==> src/rtl/mem_req_arbiter_if.sv <==
// SRAM-like request/response port shared by fetch, data and the downstream memory side.
// Masters drive the request fields; slaves return addr_ok, data_ok and rdata.
interface mem_req_arbiter_if;
  logic        req;
  logic        wr;
  logic        cache;
  logic [2:0]  size;
  logic [3:0]  wstrb;
  logic [31:0] addr;
  logic [31:0] wdata;
  logic        addr_ok;
  logic        data_ok;
  logic [31:0] rdata;

  modport master (
    output req, wr, cache, size, wstrb, addr, wdata,
    input  addr_ok, data_ok, rdata
  );

  modport slave (
    input  req, wr, cache, size, wstrb, addr, wdata,
    output addr_ok, data_ok, rdata
  );
endinterface

==> src/rtl/mem_req_arbiter.sv <==
// Fetch/data arbiter onto one SRAM-like port: zero-cycle request path, grant held until addr_ok.
// An in-order owner FIFO steers each data_ok back; requests are blocked while DEPTH are outstanding.
module mem_req_arbiter #(
  parameter int DEPTH        = 4,
  parameter int STARVE_LIMIT = 4
) (
  input  logic                   clk,
  input  logic                   resetn,
  mem_req_arbiter_if.slave       i,
  mem_req_arbiter_if.slave       d,
  mem_req_arbiter_if.master      m,
  output logic                   err
);
  localparam int PW = $clog2(DEPTH);
  localparam int SW = $clog2(STARVE_LIMIT) + 1;
  localparam logic [PW:0]   FULL_CNT   = (PW+1)'(DEPTH);
  localparam logic [SW-1:0] STREAK_MAX = SW'(STARVE_LIMIT);

  typedef enum logic {ID_INST = 1'b0, ID_DATA = 1'b1} owner_e;

  logic             lock;
  owner_e           lock_id;
  logic [DEPTH-1:0] owner_q;
  logic [PW-1:0]    rptr, wptr;
  logic [PW:0]      cnt;
  logic [SW-1:0]    streak;

  owner_e gnt;
  logic   sel_d, full, starved, push, pop, head;

  assign starved = (streak == STREAK_MAX);
  assign full    = (cnt == FULL_CNT);

  // With nobody requesting the grant defaults to data, so idle fields follow the data master.
  always_comb begin
    gnt = ID_DATA;
    if (lock)
      gnt = lock_id;
    else if (i.req && (!d.req || starved))
      gnt = ID_INST;
  end

  assign sel_d   = (gnt == ID_DATA);
  assign m.req   = (sel_d ? d.req : i.req) && !full;
  assign m.wr    = sel_d ? d.wr    : i.wr;
  assign m.cache = sel_d ? d.cache : i.cache;
  assign m.size  = sel_d ? d.size  : i.size;
  assign m.wstrb = sel_d ? d.wstrb : i.wstrb;
  assign m.addr  = sel_d ? d.addr  : i.addr;
  assign m.wdata = sel_d ? d.wdata : i.wdata;

  assign push      = m.req && m.addr_ok;
  assign i.addr_ok = push && !sel_d;
  assign d.addr_ok = push && sel_d;

  assign pop       = m.data_ok && (cnt != '0);
  assign head      = owner_q[rptr];
  assign i.data_ok = pop && !head;
  assign d.data_ok = pop && head;
  assign i.rdata   = m.rdata;
  assign d.rdata   = m.rdata;

  always_ff @(posedge clk) begin
    if (push)
      owner_q[wptr] <= sel_d;
  end

  always_ff @(posedge clk) begin
    if (!resetn) begin
      lock    <= 1'b0;
      lock_id <= ID_INST;
      rptr    <= '0;
      wptr    <= '0;
      cnt     <= '0;
      streak  <= '0;
      err     <= 1'b0;
    end else begin
      if (push) begin
        lock <= 1'b0;
      end else if (m.req) begin
        lock    <= 1'b1;
        lock_id <= gnt;
      end

      if (push)
        wptr <= wptr + 1'b1;
      if (pop)
        rptr <= rptr + 1'b1;
      cnt <= cnt + {{PW{1'b0}}, push} - {{PW{1'b0}}, pop};

      if (m.data_ok && (cnt == '0))
        err <= 1'b1;

      // Counts data wins against a waiting fetch; any fetch win or idle fetch resets it.
      if (!i.req || (push && !sel_d))
        streak <= '0;
      else if (push && sel_d && !starved)
        streak <= streak + 1'b1;
    end
  end
endmodule
==> src/flat_wrapper.sv <==
// flat-port wrapper written by rule: the top's interface ports become plain ports
module mem_req_arbiter_flat 
#(
  parameter int DEPTH        = 4,
  parameter int STARVE_LIMIT = 4
)
  (clk, resetn, err, i_req, i_wr, i_cache, i_size, i_wstrb, i_addr, i_wdata, i_addr_ok, i_data_ok, i_rdata, d_req, d_wr, d_cache, d_size, d_wstrb, d_addr, d_wdata, d_addr_ok, d_data_ok, d_rdata, m_req, m_wr, m_cache, m_size, m_wstrb, m_addr, m_wdata, m_addr_ok, m_data_ok, m_rdata);
  mem_req_arbiter_if i_i ();
  mem_req_arbiter_if d_i ();
  mem_req_arbiter_if m_i ();
  input  logic clk;
  input  logic resetn;
  output logic err;
  input wire logic [$bits(i_i.req)-1:0] i_req;
  input wire logic [$bits(i_i.wr)-1:0] i_wr;
  input wire logic [$bits(i_i.cache)-1:0] i_cache;
  input wire logic [$bits(i_i.size)-1:0] i_size;
  input wire logic [$bits(i_i.wstrb)-1:0] i_wstrb;
  input wire logic [$bits(i_i.addr)-1:0] i_addr;
  input wire logic [$bits(i_i.wdata)-1:0] i_wdata;
  output wire logic [$bits(i_i.addr_ok)-1:0] i_addr_ok;
  output wire logic [$bits(i_i.data_ok)-1:0] i_data_ok;
  output wire logic [$bits(i_i.rdata)-1:0] i_rdata;
  input wire logic [$bits(d_i.req)-1:0] d_req;
  input wire logic [$bits(d_i.wr)-1:0] d_wr;
  input wire logic [$bits(d_i.cache)-1:0] d_cache;
  input wire logic [$bits(d_i.size)-1:0] d_size;
  input wire logic [$bits(d_i.wstrb)-1:0] d_wstrb;
  input wire logic [$bits(d_i.addr)-1:0] d_addr;
  input wire logic [$bits(d_i.wdata)-1:0] d_wdata;
  output wire logic [$bits(d_i.addr_ok)-1:0] d_addr_ok;
  output wire logic [$bits(d_i.data_ok)-1:0] d_data_ok;
  output wire logic [$bits(d_i.rdata)-1:0] d_rdata;
  output wire logic [$bits(m_i.req)-1:0] m_req;
  output wire logic [$bits(m_i.wr)-1:0] m_wr;
  output wire logic [$bits(m_i.cache)-1:0] m_cache;
  output wire logic [$bits(m_i.size)-1:0] m_size;
  output wire logic [$bits(m_i.wstrb)-1:0] m_wstrb;
  output wire logic [$bits(m_i.addr)-1:0] m_addr;
  output wire logic [$bits(m_i.wdata)-1:0] m_wdata;
  input wire logic [$bits(m_i.addr_ok)-1:0] m_addr_ok;
  input wire logic [$bits(m_i.data_ok)-1:0] m_data_ok;
  input wire logic [$bits(m_i.rdata)-1:0] m_rdata;
  assign i_i.req = i_req;
  assign i_i.wr = i_wr;
  assign i_i.cache = i_cache;
  assign i_i.size = i_size;
  assign i_i.wstrb = i_wstrb;
  assign i_i.addr = i_addr;
  assign i_i.wdata = i_wdata;
  assign i_addr_ok = i_i.addr_ok;
  assign i_data_ok = i_i.data_ok;
  assign i_rdata = i_i.rdata;
  assign d_i.req = d_req;
  assign d_i.wr = d_wr;
  assign d_i.cache = d_cache;
  assign d_i.size = d_size;
  assign d_i.wstrb = d_wstrb;
  assign d_i.addr = d_addr;
  assign d_i.wdata = d_wdata;
  assign d_addr_ok = d_i.addr_ok;
  assign d_data_ok = d_i.data_ok;
  assign d_rdata = d_i.rdata;
  assign m_req = m_i.req;
  assign m_wr = m_i.wr;
  assign m_cache = m_i.cache;
  assign m_size = m_i.size;
  assign m_wstrb = m_i.wstrb;
  assign m_addr = m_i.addr;
  assign m_wdata = m_i.wdata;
  assign m_i.addr_ok = m_addr_ok;
  assign m_i.data_ok = m_data_ok;
  assign m_i.rdata = m_rdata;
  mem_req_arbiter #(.DEPTH(DEPTH), .STARVE_LIMIT(STARVE_LIMIT)) u_core (.clk(clk), .resetn(resetn), .i(i_i), .d(d_i), .m(m_i), .err(err));
endmodule
==> config.mk <==
export PLATFORM = sky130hd
export DESIGN_NAME = mem_req_arbiter_flat
export DESIGN_NICKNAME = d
export VERILOG_FILES = /design/src/rtl/mem_req_arbiter_if.sv /design/src/rtl/mem_req_arbiter.sv /design/src/flat_wrapper.sv
export SDC_FILE = /design/constraint.sdc
export NUM_CORES = 1
export LEC_CHECK = 0
export CORE_AREA = 10 10 119 121
export CTS_CLUSTER_DIAMETER = 120
export DETAILED_ROUTE_END_ITERATION = 10
export DIE_AREA = 0 0 129 131
export GPL_TIMING_DRIVEN = 0
export PLACE_DENSITY = 0.79
export SLEW_MARGIN = 20
export SYNTH_ARGS = -nofsm -noshare
export SYNTH_HDL_FRONTEND = slang
export SYNTH_SLANG_ARGS = --single-unit
==> constraint.sdc <==
create_clock -name clk -period 4.7 [get_ports clk]
set_input_delay 0.94 -clock clk [delete_from_list [all_inputs] [get_ports clk]]
set_output_delay 0.94 -clock clk [all_outputs]
set_load 0.005 [all_outputs]
# Word level (Yosys, flattened, before mapping)
# Cells that the tools add are included.
[word_totals]
memories = 0
output_inout_bits = 143
elab_cells = 58
latch_bits = 0
ramBits = 0
input_bits = 184
romBits = 0
register_bits = 17
[op_classes]
mux = 14
n_mul = 0
n_shift = 0
n_eq_ne = 2
order_cmp = 3
n_div = 0
addsub = 5
n_reduce_logical = 24
n_bitwise = 2
[op_table]
columns = ["operator", "n"]
rows = [
  ["two-way mux 32 bit", 2],
  ["logical AND 1 bit", 11],
  ["two-way mux 1 bit", 7],
  ["== test 3 bit, second input constant", 2],
  ["logical NOT 1 bit", 6],
  ["less-than comparator 2 x 3 -> 1 bit, second input constant", 2],
  ["adder 2 x 1 -> 2 bit, second input constant", 2],
  ["bitwise mux 4 bit", 1],
  ["two-way mux 4 bit", 1],
  ["OR reduction 2 bit", 2],
  ["adder 3 x 1 -> 3 bit", 1],
  ["adder 3 x 1 -> 3 bit, second input constant", 1],
  ["logical NOT 3 bit", 1],
  ["two-way mux 3 bit", 1],
  ["nonzero test 3 bit", 1],
  ["subtractor 3 x 1 -> 3 bit", 1],
  ["binary-select mux 1 bit (select 2 bit)", 1],
  ["demux 1 bit (select 2 bit)", 1],
  ["greater-or-equal comparator 2 x 1 -> 1 bit, second input constant", 1],
  ["logical OR 1 bit", 2],
  ["inverter 1 bit", 2],
  ["AND reduction 2 bit", 1],
]

# Depth between registers and ports, before layout
# Gate-level depths: netlist of run 1.
[depth]
ltp_word = 11
mapped_depth = 9
ltp_nobuf = 9

# Least setup slack after synthesis of run 1
# Ideal clock, no wire load.
[synth_path]
path_kind = "input-to-output"
from = "input d_req"
to = "output m_addr[0]"
setup_slack_ns = 1.938
path_buffers = 2
path_stages = 7
required_ns = 3.760
t_arrival_ns = 1.822
cell_sequence = "a21boi_0 -> o21ai_1 -> inv_2 -> buf_2 -> buf_2 -> nand2_1 -> nand2_1"
[synth_between]
elab_chain_cells = 6
[synth_lines]
columns = ["item", "line", "text"]
rows = [
  ["from (decl)", "flat_wrapper.sv:24", "input wire logic [$bits(d_i.req)-1:0] d_req;"],
  ["logical NOT 1 bit", "mem_req_arbiter.sv:39", "else if (i.req && (!d.req || starved))"],
  ["logical OR 1 bit", "mem_req_arbiter.sv:39", ""],
  ["logical AND 1 bit", "mem_req_arbiter.sv:39", ""],
  ["two-way mux 1 bit", "mem_req_arbiter.sv:39", ""],
  ["two-way mux 1 bit", "mem_req_arbiter.sv:37", "if (lock)"],
  ["two-way mux 32 bit", "mem_req_arbiter.sv:49", "assign m.addr = sel_d ? d.addr : i.addr;"],
  ["to (decl)", "flat_wrapper.sv:39", "output wire logic [$bits(m_i.addr)-1:0] m_addr;"],
]
# No other way between the ends.

# Worst setup path in the final report of run 1
[layout_path]
from = "input d_req"
to = "output m_wdata[30]"
[layout_between]
elab_chain_cells = 6
[layout_lines]
columns = ["item", "line", "text"]
rows = [
  ["logical NOT 1 bit", "mem_req_arbiter.sv:39", ""],
  ["logical OR 1 bit", "mem_req_arbiter.sv:39", ""],
  ["logical AND 1 bit", "mem_req_arbiter.sv:39", ""],
  ["two-way mux 1 bit", "mem_req_arbiter.sv:39", ""],
  ["two-way mux 1 bit", "mem_req_arbiter.sv:37", ""],
  ["two-way mux 32 bit", "mem_req_arbiter.sv:50", "assign m.wdata = sel_d ? d.wdata : i.wdata;"],
  ["to (decl)", "flat_wrapper.sv:40", "output wire logic [$bits(m_i.wdata)-1:0] m_wdata;"],
]
# No other way between the ends.

==> summary.txt, run 1 <==
================================================================================
Largest fanout of any net on the critical path ....................           10
DRC marker count from the first detailed-route iteration ..........          108
Power Density .....................................................  300 nW/um^2
Sum of routed wire length over all layers .........................      14.0 mm
Synthesized netlist cell count ....................................          394
Antenna-violating nets left .......................................            0
Largest net degree at the start of global routing .................           14
Clock network latency to the later pin of the worst-skew pair .....      0.25 ns
Startpoint of the worst register-to-register path ................. u_core.cnt[1]$_SDFF_PN0_
Net Count, Synth ..................................................          587
Diode insertion count for antenna repair ..........................            0
Kind of start point of the critical path .......................... primary input
Clock buffer count from CTS .......................................            3
Clock transition at the registers of the reported paths ...........      0.05 ns
Final period util .................................................        90.2%
Hold Crit Depth ...................................................            1
Mean cell area of the mapped netlist ..............................    5.90 um^2
TritonCTS sink count ..............................................           17
Post-synthesis async set-or-reset flop share ......................           0%
Sum of buffers and inverters on the critical path .................            5
Horizontal die dimension ..........................................       129 um
Total Die Area ....................................................   16900 um^2
Cts-stage hold buffer count .......................................            0
Core occupancy in the finished layout .............................        46.8%
Most used standard cells in the synthesized netlist ............... nand2_1, buf_4, dfxtp_1
Total Nets Final ..................................................          886
EDFF count, synth .................................................            4
CP required .......................................................      3.76 ns
Leakage power total ...............................................   0.00256 uW
Worst-case vdd ir drop ............................................     0.153 mV
Tightest slew margin relative to the limit ........................        58.5%
Detailed-route vias per instance ..................................         4.08
Post-synth cell types .............................................           37
Status ............................................................ complete, no violations
Launch point of the worst path ....................................        d_req
Maximum level of the CTS H-tree ...................................            1
Overall routing resource usage ....................................        14.1%
Number of vias in the routed layout ...............................         3419
Worst-path cell with the longest stage delay ...................... clkdlybuf4s50_1
Arrival time of the worst setup path ..............................      3.30 ns
Routed WL per cell ................................................      16.6 um
Class of the tightest hold or removal check .......................   reg -> reg
Number of max-cap violations ......................................            0
Number of hold violations in the final report .....................            0
Final setup TNS ...................................................         0 ns
Clock Tree Root ...................................................    clkbuf_16
Cell family contributing the most delay on the critical path ...... buffers and inverters
Port buffer count .................................................          294
Antenna violations before repair ..................................            0
Layout filler cell count ..........................................         1181
Area contributors post-synth ...................................... nand2_1, buf_4, dfxtp_1
RSZ-0062 raised after global routing ..............................        false
Final GP Congestion ...............................................        0.774
Overflow left after global routing ................................            0
Cell type with the largest total area after synthesis .............      nand2_1
Primary FF master, synth ..........................................      dfxtp_1
Category of the worst setup path capture point ....................  output port
Number of endpoints failing setup at the final stage ..............            0
Layout cells sized above 1 ........................................        12.4%
Most frequent cell after synthesis ................................      nand2_1
IO Count ..........................................................          327
Layout Area Growth over Synthesis .................................         138%
Sequential cell area fraction in the yosys report .................        16.4%
Register-to-register path setup slack .............................      2.35 ns
Period minus WS final .............................................      4.24 ns
Buffers inserted by post-CTS timing repair ........................            0
Initial Utilization ...............................................        19.7%
Cell area after synthesis .........................................    2320 um^2
Number of cells on the worst reg-to-reg path ......................            9
Post-cts gate resize count ........................................            0
Max Clock Freq ....................................................    0.236 GHz
Endpoint of the most critical setup path ..........................  m_wdata[30]
CTS Buffer Depth ..................................................            2
TritonCTS clock tree ..............................................        built
Post-Route Skew ...................................................   0.00471 ns
Floorplan row count ...............................................           40
# DRC .............................................................            0
Vias in the first global route ....................................         3340
Worst Hold Launch ................................................. u_core.streak[0]$_SDFFE_PP0P_
Global-route wire length before repair ............................      18.7 mm
Post-detailed-placement half-perimeter wirelength .................      12.4 mm
Cell count along the critical path ................................            9
Total of warnings raised by yosys .................................            0
Number of pins with negative max-slew slack in the final report ...            0
Worst-path cell chain ............................................. clkdlybuf4s50_1, a21boi_0, o21ai_1, inv_2, buf_2, buf_2, nand2_1, nand2_1, clkdlybuf4s50_1
Delay of the slowest cell on the worst path .......................      0.52 ns
Detailed Routing Iterations Pass 1 ................................            4
Core area .........................................................   11800 um^2
Category of the most critical setup path ..........................    in -> out
Die Y .............................................................       131 um
Fraction of post-synthesis cell area in the top cell type by area .        36.3%
Least-Margin Pin Slew .............................................     0.618 ns
End of the worst register-to-register path ........................ u_core.cnt[2]$_SDFF_PN0_
Register bit count reported by yosys ..............................           17
================================================================================
[power by group]
part | switching, uW | internal (uW)
Sequential | 29.9 | 184
Combinational | 544 | 729
Clock | 59.9 | 115
[layout by cell type, fill, tap and decap left out, drive strengths merged, types with 4 or more instances in the layout]
cell and n:
clkdlybuf4s50 294, clkbuf 9, dfxtp 13, inv 11, ha 8, nand2 225
buf 75, nor3 4, edfxtp 4, nor2b 5, and2 9
[metal layers]
layer	track usage [%]	part of all wire (%)	wire length, um	up-vias
met2	26.4	51	7180	194
met3	5.60	12	1610	7
li1	-	-	-	1739
met4	1.87	0.57	79	0
met5	0	0	0	-
met1	15.0	36	5090	1479
[cell families (layout without fill, tap and decap cells)]
kind of cell               after synthesis  count (layout)  share of synthesized area [%]
and+or+nand+nor                        254             254                           44.5
buffers and inverters                   92             390                           25.8
DFF                                     17              17                           16.4
AOI/OAI and AO/OA                       16              16                           5.22
adders and majority gates                9               9                           5.17
xor gates and xnor gates                 4               4                           1.51
muxes                                    2               2                           1.40
[per-stage QoR]
step / cells / power (uW) / hold slack [ns] / worst slack, ns / cell area (um^2)
after global routing: 839 / 1800 / 0.528 / 0.206 / 5530
after detailed placement: 835 / 1510 / 0.471 / 0.401 / 5450
after global placement: 835 / 1490 / 0.458 / 0.398 / 5450
after floorplan: 394 / 732 / 0.440 / 1.94 / 2320
after CTS: 839 / 1690 / 0.480 / 0.392 / 5530
final: 839 / 1660 / 0.477 / 0.459 / 5530
[final cells by class]
class,count,area (um^2),share of cell area (%)
plain buffers,81,558,10.1
flip-flops and latches,17,380,6.87
well taps,147,184,3.32
multi-input cells,285,1340,24.3
inverters,11,41.3,0.746
clock inverters,1,7.51,0.136
clock buffers,3,75.1,1.36
repair buffers,294,2940,53.2
[registers in the layout, indices dropped and copies added, names as in the netlist]
name,flops
u_core.lock_id,1
u_core.streak,3
u_core.cnt,3
u_core.wptr,2
u_core.err,1
u_core.rptr,2
u_core.owner_q,4
u_core.lock,1
[worst min path at each step]
stage | to
final | u_core.streak[0]$_SDFFE_PP0P_
after CTS | u_core.streak[0]$_SDFFE_PP0P_
after global routing | u_core.streak[0]$_SDFFE_PP0P_
after global placement | u_core.streak[0]$_SDFFE_PP0P_
after floorplan | u_core.streak[0]$_SDFFE_PP0P_
after detailed placement | u_core.streak[0]$_SDFFE_PP0P_
Power figures use the tool's default switching activity.
==> inputs of run 2 (changes only) <==
- CELL_PAD_IN_SITES_DETAIL_PLACEMENT: default -> 2
- CELL_PAD_IN_SITES_GLOBAL_PLACEMENT: default -> 2
- CORE_AREA: 10 10 119 121 -> default
- CORE_ASPECT_RATIO: default -> 1.2
- CORE_MARGIN: default -> 10
- CORE_UTILIZATION: default -> 10
- CTS_BUF_LIST: default -> sky130_fd_sc_hd__clkbuf_16
- DIE_AREA: 0 0 129 131 -> default
- PLACE_DENSITY: 0.79 -> 0.95
==> summary.txt, run 2 (synthesis gave the netlist of run 1 again) <==
==============================================================================
Category of the most critical setup path ........................    in -> out
TritonCTS sink count ............................................           17   unchanged
Overflow left after global routing ..............................            0   unchanged
Least-Margin Pin Slew ...........................................     0.584 ns   -0.0345 ns
Layout cells sized above 1 ......................................        12.3%   -0.14 points
Overall routing resource usage ..................................        11.2%   -2.9 points
Post-cts gate resize count ......................................            0   unchanged
Largest fanout of any net on the critical path ..................           10   unchanged
Register-to-register path setup slack ...........................      2.31 ns   -0.04 ns
Maximum level of the CTS H-tree .................................            1   unchanged
CTS Buffer Depth ................................................            2   unchanged
RSZ-0062 raised after global routing ............................        false
Largest registers ranked by flip-flop count ..................... u_core.owner_q x4, u_core.cnt x3, u_core.streak x3
Post-detailed-placement half-perimeter wirelength ...............      15.7 mm   +27%
Core area .......................................................   23000 um^2   +95%
Antenna-violating nets left .....................................            0   unchanged
Clock buffer count from CTS .....................................            3   unchanged
Final period util ...............................................        92.1%   +1.9 points
Sum of routed wire length over all layers .......................      17.4 mm   +24%
Standard cell area after detailed placement .....................    5660 um^2   +3.9%
Number of max-cap violations ....................................            0   unchanged
Total Nets Final ................................................          886   unchanged
Worst-case vdd ir drop ..........................................     0.126 mV   -18%
Layout Area Growth over Synthesis ...............................         147%
Arrival time of the worst setup path ............................      3.39 ns   +0.09 ns
Routed WL per cell ..............................................      17.2 um   +3.6%
Number of cells on the worst reg-to-reg path ....................            9   unchanged
Tightest slew margin relative to the limit ......................        61.1%   +2.6 points
Layout filler cell count ........................................         2722   +130%
Detailed Routing Iterations Pass 1 ..............................            4   unchanged
Diode insertion count for antenna repair ........................            0   unchanged
Launch point of the worst path ..................................        d_req
Post-route cell area ............................................    5740 um^2   +3.7%
Die Y ...........................................................       187 um   +43%
Number of pins with negative max-slew slack in the final report .            0   unchanged
Clock network latency to the later pin of the worst-skew pair ...      0.25 ns   about the same
Number of vias in the routed layout .............................         3630   +6.2%
Reg with most FFs ............................................... u_core.owner_q
Port buffer count ...............................................          294   unchanged
IO Count ........................................................          327   unchanged
Period minus WS final ...........................................      4.33 ns   +0.0891 ns
Initial Utilization .............................................        10.1%   -9.6 points
Status .......................................................... complete, no violations
Buffers inserted by post-CTS timing repair ......................            0   unchanged
Clock transition at the registers of the reported paths .........      0.05 ns   about the same
Leakage power total .............................................   0.00256 uW   +0.20%
Power Density ...................................................  298 nW/um^2   -0.76%
Endpoint of the most critical setup path ........................  m_wdata[17]
Startpoint of the worst register-to-register path ............... u_core.lock$_SDFFE_PP0N_
Max Clock Freq ..................................................    0.231 GHz   -2.1%
Final GP Congestion .............................................        0.739   -4.6%
Largest net degree at the start of global routing ...............           14   unchanged
DP Cell Count ...................................................         1003   +20%
Total Die Area ..................................................   29800 um^2   +76%
DRC marker count from the first detailed-route iteration ........           78   -28%
Post-Route Skew .................................................   0.00362 ns   -0.00109 ns
Global-route wire length before repair ..........................      26.6 mm   +42%
Commonest non-fill, non-tap cells in the layout ................. clkdlybuf4s50_1, nand2_1, buf_4
Clock Tree Root .................................................    clkbuf_16
Horizontal die dimension ........................................       159 um   +23%
# DRC ...........................................................            0   unchanged
Floorplan row count .............................................           61   +53%
Vias in the first global route ..................................         4388   +31%
Leading cell type in the layout, fill and taps excluded ......... clkdlybuf4s50_1
Detailed-route vias per instance ................................         3.60   -12%
Antenna violations before repair ................................            0   unchanged
Category of the worst setup path capture point ..................  output port
Final setup TNS .................................................         0 ns   unchanged
End of the worst register-to-register path ...................... u_core.cnt[2]$_SDFF_PN0_
Kind of start point of the critical path ........................ primary input
TritonCTS clock tree ............................................        built
Class of the tightest hold or removal check .....................   reg -> reg
Final cell count without fillers ................................         1007   +20%
Number of flip-flops under the largest register name ............            4   unchanged
Number of hold violations in the final report ...................            0   unchanged
Cts-stage hold buffer count .....................................            0   unchanged
Hold WS .........................................................     0.524 ns   +0.0465 ns
Number of endpoints failing setup at the final stage ............            0   unchanged
CP required .....................................................      3.76 ns   about the same
==============================================================================
## run 2: cell count changes in the layout (fill, tap and decap cells not counted)
cell / change
clkinvlp_4: -1
inv_1: +1
## run 2: power by group
| part | switching, uW | internal [uW] | leakage [uW] |
|---|---|---|---|
| Combinational | 593 | 731 | 0.00238 |
| Sequential | 31.4 | 185 | 0.000143 |
| Clock | 57.8 | 113 | 0.0000423 |
| Total | 683 | 1030 | 0.00256 |
## run 2: how the worst min path moves through the flow
stage          slack [ns]  cells after the start                          start                            end
2_1_floorplan        0.44                      1  u_core.streak[0]$_SDFFE_PP0P_  u_core.streak[0]$_SDFFE_PP0P_
3_3_place_gp         0.46                      1  u_core.streak[0]$_SDFFE_PP0P_  u_core.streak[0]$_SDFFE_PP0P_
4_1_cts              0.53                      2        u_core.err$_SDFFE_PN0P_        u_core.err$_SDFFE_PN0P_
3_5_place_dp         0.49                      2        u_core.err$_SDFFE_PN0P_        u_core.err$_SDFFE_PN0P_
6_report             0.52                      2    u_core.wptr[1]$_SDFFE_PN0P_    u_core.wptr[1]$_SDFFE_PN0P_
5_1_grt              0.56                      2        u_core.err$_SDFFE_PN0P_        u_core.err$_SDFFE_PN0P_
## run 2: critical path, stage by stage
cell and delay (ns):
clkdlybuf4s50_1 0.54, a21boi_0 0.31, o21ai_1 0.16, inv_2 0.13, buf_2 0.28, buf_2 0.29, nand2_1 0.14, nand2_1 0.08
clkdlybuf4s50_1 0.51
## run 2: stage by stage
| step | worst slack, ns | util (%) | power, uW |
|---|---|---|---|
| 2_1_floorplan | 1.94 | - | 732 |
| 3_3_place_gp | 0.326 | 24.6 | 1530 |
| 3_5_place_dp | 0.248 | 24.6 | 1580 |
| 4_1_cts | 0.237 | 24.9 | 1760 |
| 5_1_grt | 0.0755 | 24.9 | 1880 |
| 6_report | 0.370 | 24.9 | 1710 |
## run 2: metal layers
layer  global-route usage, %  vias up  part of all wire [%]
met4                    1.36        0                  0.94
met3                    5.46       11                    12
met1                    10.7     1671                    35
met2                    21.7      208                    52
li1                        -     1740                     -
met5                       0        -                     0
## run 2: cell type report
cell class / instances / area (um^2) / share of cell area (%)
buffer: 81 / 558 / 9.72
clock buffer: 3 / 75.1 / 1.31
clock inverter: 1 / 3.75 / 0.0654
inverter: 11 / 41.3 / 0.719
multi-input combinational: 285 / 1340 / 23.4
sequential: 17 / 380 / 6.63
tap: 315 / 394 / 6.87
timing repair buffer: 294 / 2940 / 51.3
==> inputs of run 3 (changes only) <==
- ABC_AREA: default -> 1
- SLEW_MARGIN: 20 -> default
==> summary.txt, run 3 <==
================================================================================
Kind of start point of the critical path .......................... primary input
Final GP Congestion ...............................................        0.727   -1.7%
Clock network latency to the later pin of the worst-skew pair .....      0.25 ns   about the same
Layout filler cell count ..........................................         2796   +2.7%
Largest registers ranked by flip-flop count ....................... u_core.owner_q x4, u_core.cnt x3, u_core.streak x3
Layout cells sized above 1 ........................................        12.9%   +0.66 points
Post-route cell area ..............................................    5770 um^2   +0.59%
Status ............................................................ complete, no violations
Die Y .............................................................       188 um   +0.76%
IO Count ..........................................................          327   unchanged
Post-Route Skew ...................................................   0.00194 ns   -0.00168 ns
Register bit count reported by yosys ..............................           17   unchanged
Detailed Routing Iterations Pass 1 ................................            2   -2
Period minus WS final .............................................      3.97 ns   -0.355 ns
Leakage power total ...............................................   0.00264 uW   +3.0%
Vias in the first global route ....................................         4439   +1.2%
Floorplan row count ...............................................           61   unchanged
Port buffer count .................................................          293   -0.34%
Number of pins with negative max-slew slack in the final report ...            0   unchanged
Clock buffer count from CTS .......................................            3   unchanged
Class of the tightest hold or removal check .......................   reg -> reg
Category of the worst setup path capture point ....................  output port
Diode insertion count for antenna repair ..........................            0   unchanged
Core area .........................................................   23200 um^2   +0.66%
Standard cell area after detailed placement .......................    5690 um^2   +0.53%
Max Clock Freq ....................................................    0.252 GHz   +8.9%
Mean cell area of the mapped netlist ..............................    5.71 um^2   -3.2%
TritonCTS sink count ..............................................           17   unchanged
CP required .......................................................      3.76 ns   about the same
Area contributors post-synth ...................................... nand2_1, buf_4, dfxtp_1
Post-detailed-placement half-perimeter wirelength .................      15.9 mm   +1.3%
Initial Utilization ...............................................        10.2%   +0.11 points
Library cell appearing most often on the critical path ............      nand2_1
Sequential cell area fraction in the yosys report .................        16.1%   -0.28 points
CTS Buffer Depth ..................................................            2   unchanged
Horizontal die dimension ..........................................       160 um   +0.75%
Routed WL per cell ................................................      17.1 um   -0.77%
TritonCTS clock tree ..............................................        built
Post-synth cell types .............................................           25   -32%
Total Die Area ....................................................   30200 um^2   +1.5%
Arrival time of the worst setup path ..............................      3.03 ns   -0.36 ns
Number of max-cap violations ......................................            0   unchanged
Antenna violations before repair ..................................            0   unchanged
Antenna-violating nets left .......................................            0   unchanged
Reg with most FFs ................................................. u_core.owner_q
Layout Area Growth over Synthesis .................................         144%
Largest fanout of any net on the critical path ....................           10   unchanged
Overall routing resource usage ....................................        11.0%   -0.20 points
Synthesized netlist cell count ....................................          414   +5.1%
Number of flip-flops under the largest register name ..............            4   unchanged
Category of the most critical setup path ..........................    in -> out
Total Nets Final ..................................................          905   +2.1%
Clock transition at the registers of the reported paths ...........      0.05 ns   about the same
Post-synthesis async set-or-reset flop share ......................           0%   unchanged
DRC marker count from the first detailed-route iteration ..........           39   -50%
Most used standard cells in the synthesized netlist ............... nand2_1, buf_4, inv_1
Minimum setup slack in the final design ...........................     0.726 ns   +0.355 ns
Least-Margin Pin Slew .............................................     0.492 ns   -0.0920 ns
Maximum level of the CTS H-tree ...................................            1   unchanged
Cts-stage hold buffer count .......................................            0   unchanged
Worst-path cell with the longest stage delay ...................... clkdlybuf4s50_1
Most frequent cell after synthesis ................................      nand2_1
Power Density .....................................................  306 nW/um^2   +2.8%
Number of endpoints failing setup at the final stage ..............            0   unchanged
Number of hold violations in the final report .....................            0   unchanged
Placement Setup Slack .............................................     0.671 ns   +0.423 ns
Leading cell type in the layout, fill and taps excluded ........... clkdlybuf4s50_1
Detailed-route vias per instance ..................................         3.58   -0.74%
Final period util .................................................        84.6%   -7.6 points
Delay of the slowest cell on the worst path .......................      0.60 ns   +0.06 ns
Final setup TNS ...................................................         0 ns   unchanged
Fraction of post-synthesis cell area in the top cell type by area .        37.3%   +0.97 points
Post-cts gate resize count ........................................            0   unchanged
DP Cell Count .....................................................         1022   +1.9%
Buffers inserted by post-CTS timing repair ........................            0   unchanged
RSZ-0062 raised after global routing ..............................        false
Sum of routed wire length over all layers .........................      17.6 mm   +1.1%
Global-route wire length before repair ............................      26.0 mm   -2.2%
Final cell count without fillers ..................................         1026   +1.9%
Primary FF master, synth ..........................................      dfxtp_1
Total of warnings raised by yosys .................................            0   unchanged
Worst-path cell chain ............................................. clkdlybuf4s50_1, inv_1, nor2_1, nand2_1, nand2_2, buf_4, buf_4, nand2_1, nand2_1, clkdlybuf4s50_1
EDFF count, synth .................................................            4   unchanged
Clock Tree Root ...................................................    clkbuf_16
Total Power .......................................................      1770 uW   +3.4%
Net Count, Synth ..................................................          607   +3.4%
Largest net degree at the start of global routing .................           14   unchanged
Number of vias in the routed layout ...............................         3671   +1.1%
Cell area after synthesis .........................................    2360 um^2   +1.7%
Tightest slew margin relative to the limit ........................        67.2%   +6.1 points
Overflow left after global routing ................................            0   unchanged
Commonest non-fill, non-tap cells in the layout ................... clkdlybuf4s50_1, nand2_1, buf_4
# DRC .............................................................            0   unchanged
Cell type with the largest total area after synthesis .............      nand2_1
Worst-case vdd ir drop ............................................    0.0887 mV   -30%
================================================================================
==> run 3: per-layer routing <==
| metal | vias to the layer above | GRT usage, % | wire (um) |
|---|---|---|---|
| met5 | - | 0 | 0 |
| met1 | 1693 | 9.03 | 5430 |
| met2 | 198 | 21.9 | 9520 |
| met3 | 9 | 6.59 | 2420 |
| met4 | 0 | 2.16 | 187 |
| li1 | 1771 | - | - |
==> run 3: layout make-up <==
class | instances | area, um^2 | area share [%]
buffer | 81 | 622 | 10.8
clock buffer | 3 | 75.1 | 1.30
clock inverter | 1 | 7.51 | 0.130
inverter | 27 | 101 | 1.76
multi-input combinational | 289 | 1260 | 21.8
sequential | 17 | 380 | 6.59
tap | 315 | 394 | 6.83
timing repair buffer | 293 | 2930 | 50.8
==> run 3: cell families (layout without fill, tap and decap cells) <==
kind of cell             Yosys count  in the layout  share of synthesized area, %
AO/OA/AOI/OAI                     20             20                          4.87
XOR/XNOR                           2              2                         0.741
adder cells (fa/ha/maj)            9              9                          5.08
buffers and inverters            108            405                          30.6
flip-flops                        17             17                          16.1
AND/OR/NAND/NOR                  258            258                          42.6
==> run 3: final timing paths <==
kind                                 startpoint  slack (ns)  depth (start not counted)                       endpoint
setup / recovery                          i_req        0.73                         10                    m_wdata[28]
hold / removal    u_core.streak[1]$_SDFFE_PP0P_        0.49                          2  u_core.streak[1]$_SDFFE_PP0P_
setup reg to reg       u_core.cnt[0]$_SDFF_PN0_        2.48                         10       u_core.cnt[2]$_SDFF_PN0_
hold reg to reg   u_core.streak[1]$_SDFFE_PP0P_        0.49                          2  u_core.streak[1]$_SDFFE_PP0P_
==> run 3: report_power, final <==
part	switching (uW)	total [uW]	internal, uW	leakage, uW
sequential	27.9	213	185	0.000143
combinational	638	1380	740	0.00246
clock	62.8	178	115	0.0000371
total	729	1770	1040	0.00264
==> run 3: per-stage QoR <==
step	util (%)	hold WS (ns)
final	24.9	0.487
after global routing	24.9	0.527
after global placement	24.5	0.446
after CTS	24.9	0.489
after floorplan	-	0.449
after detailed placement	24.5	0.481
==> run 3: worst max-delay path: cells and delay by family <==
kind	cells	cell delay, ns
buffers and inverters	5	1.63
and+or+nand+nor	5	0.45
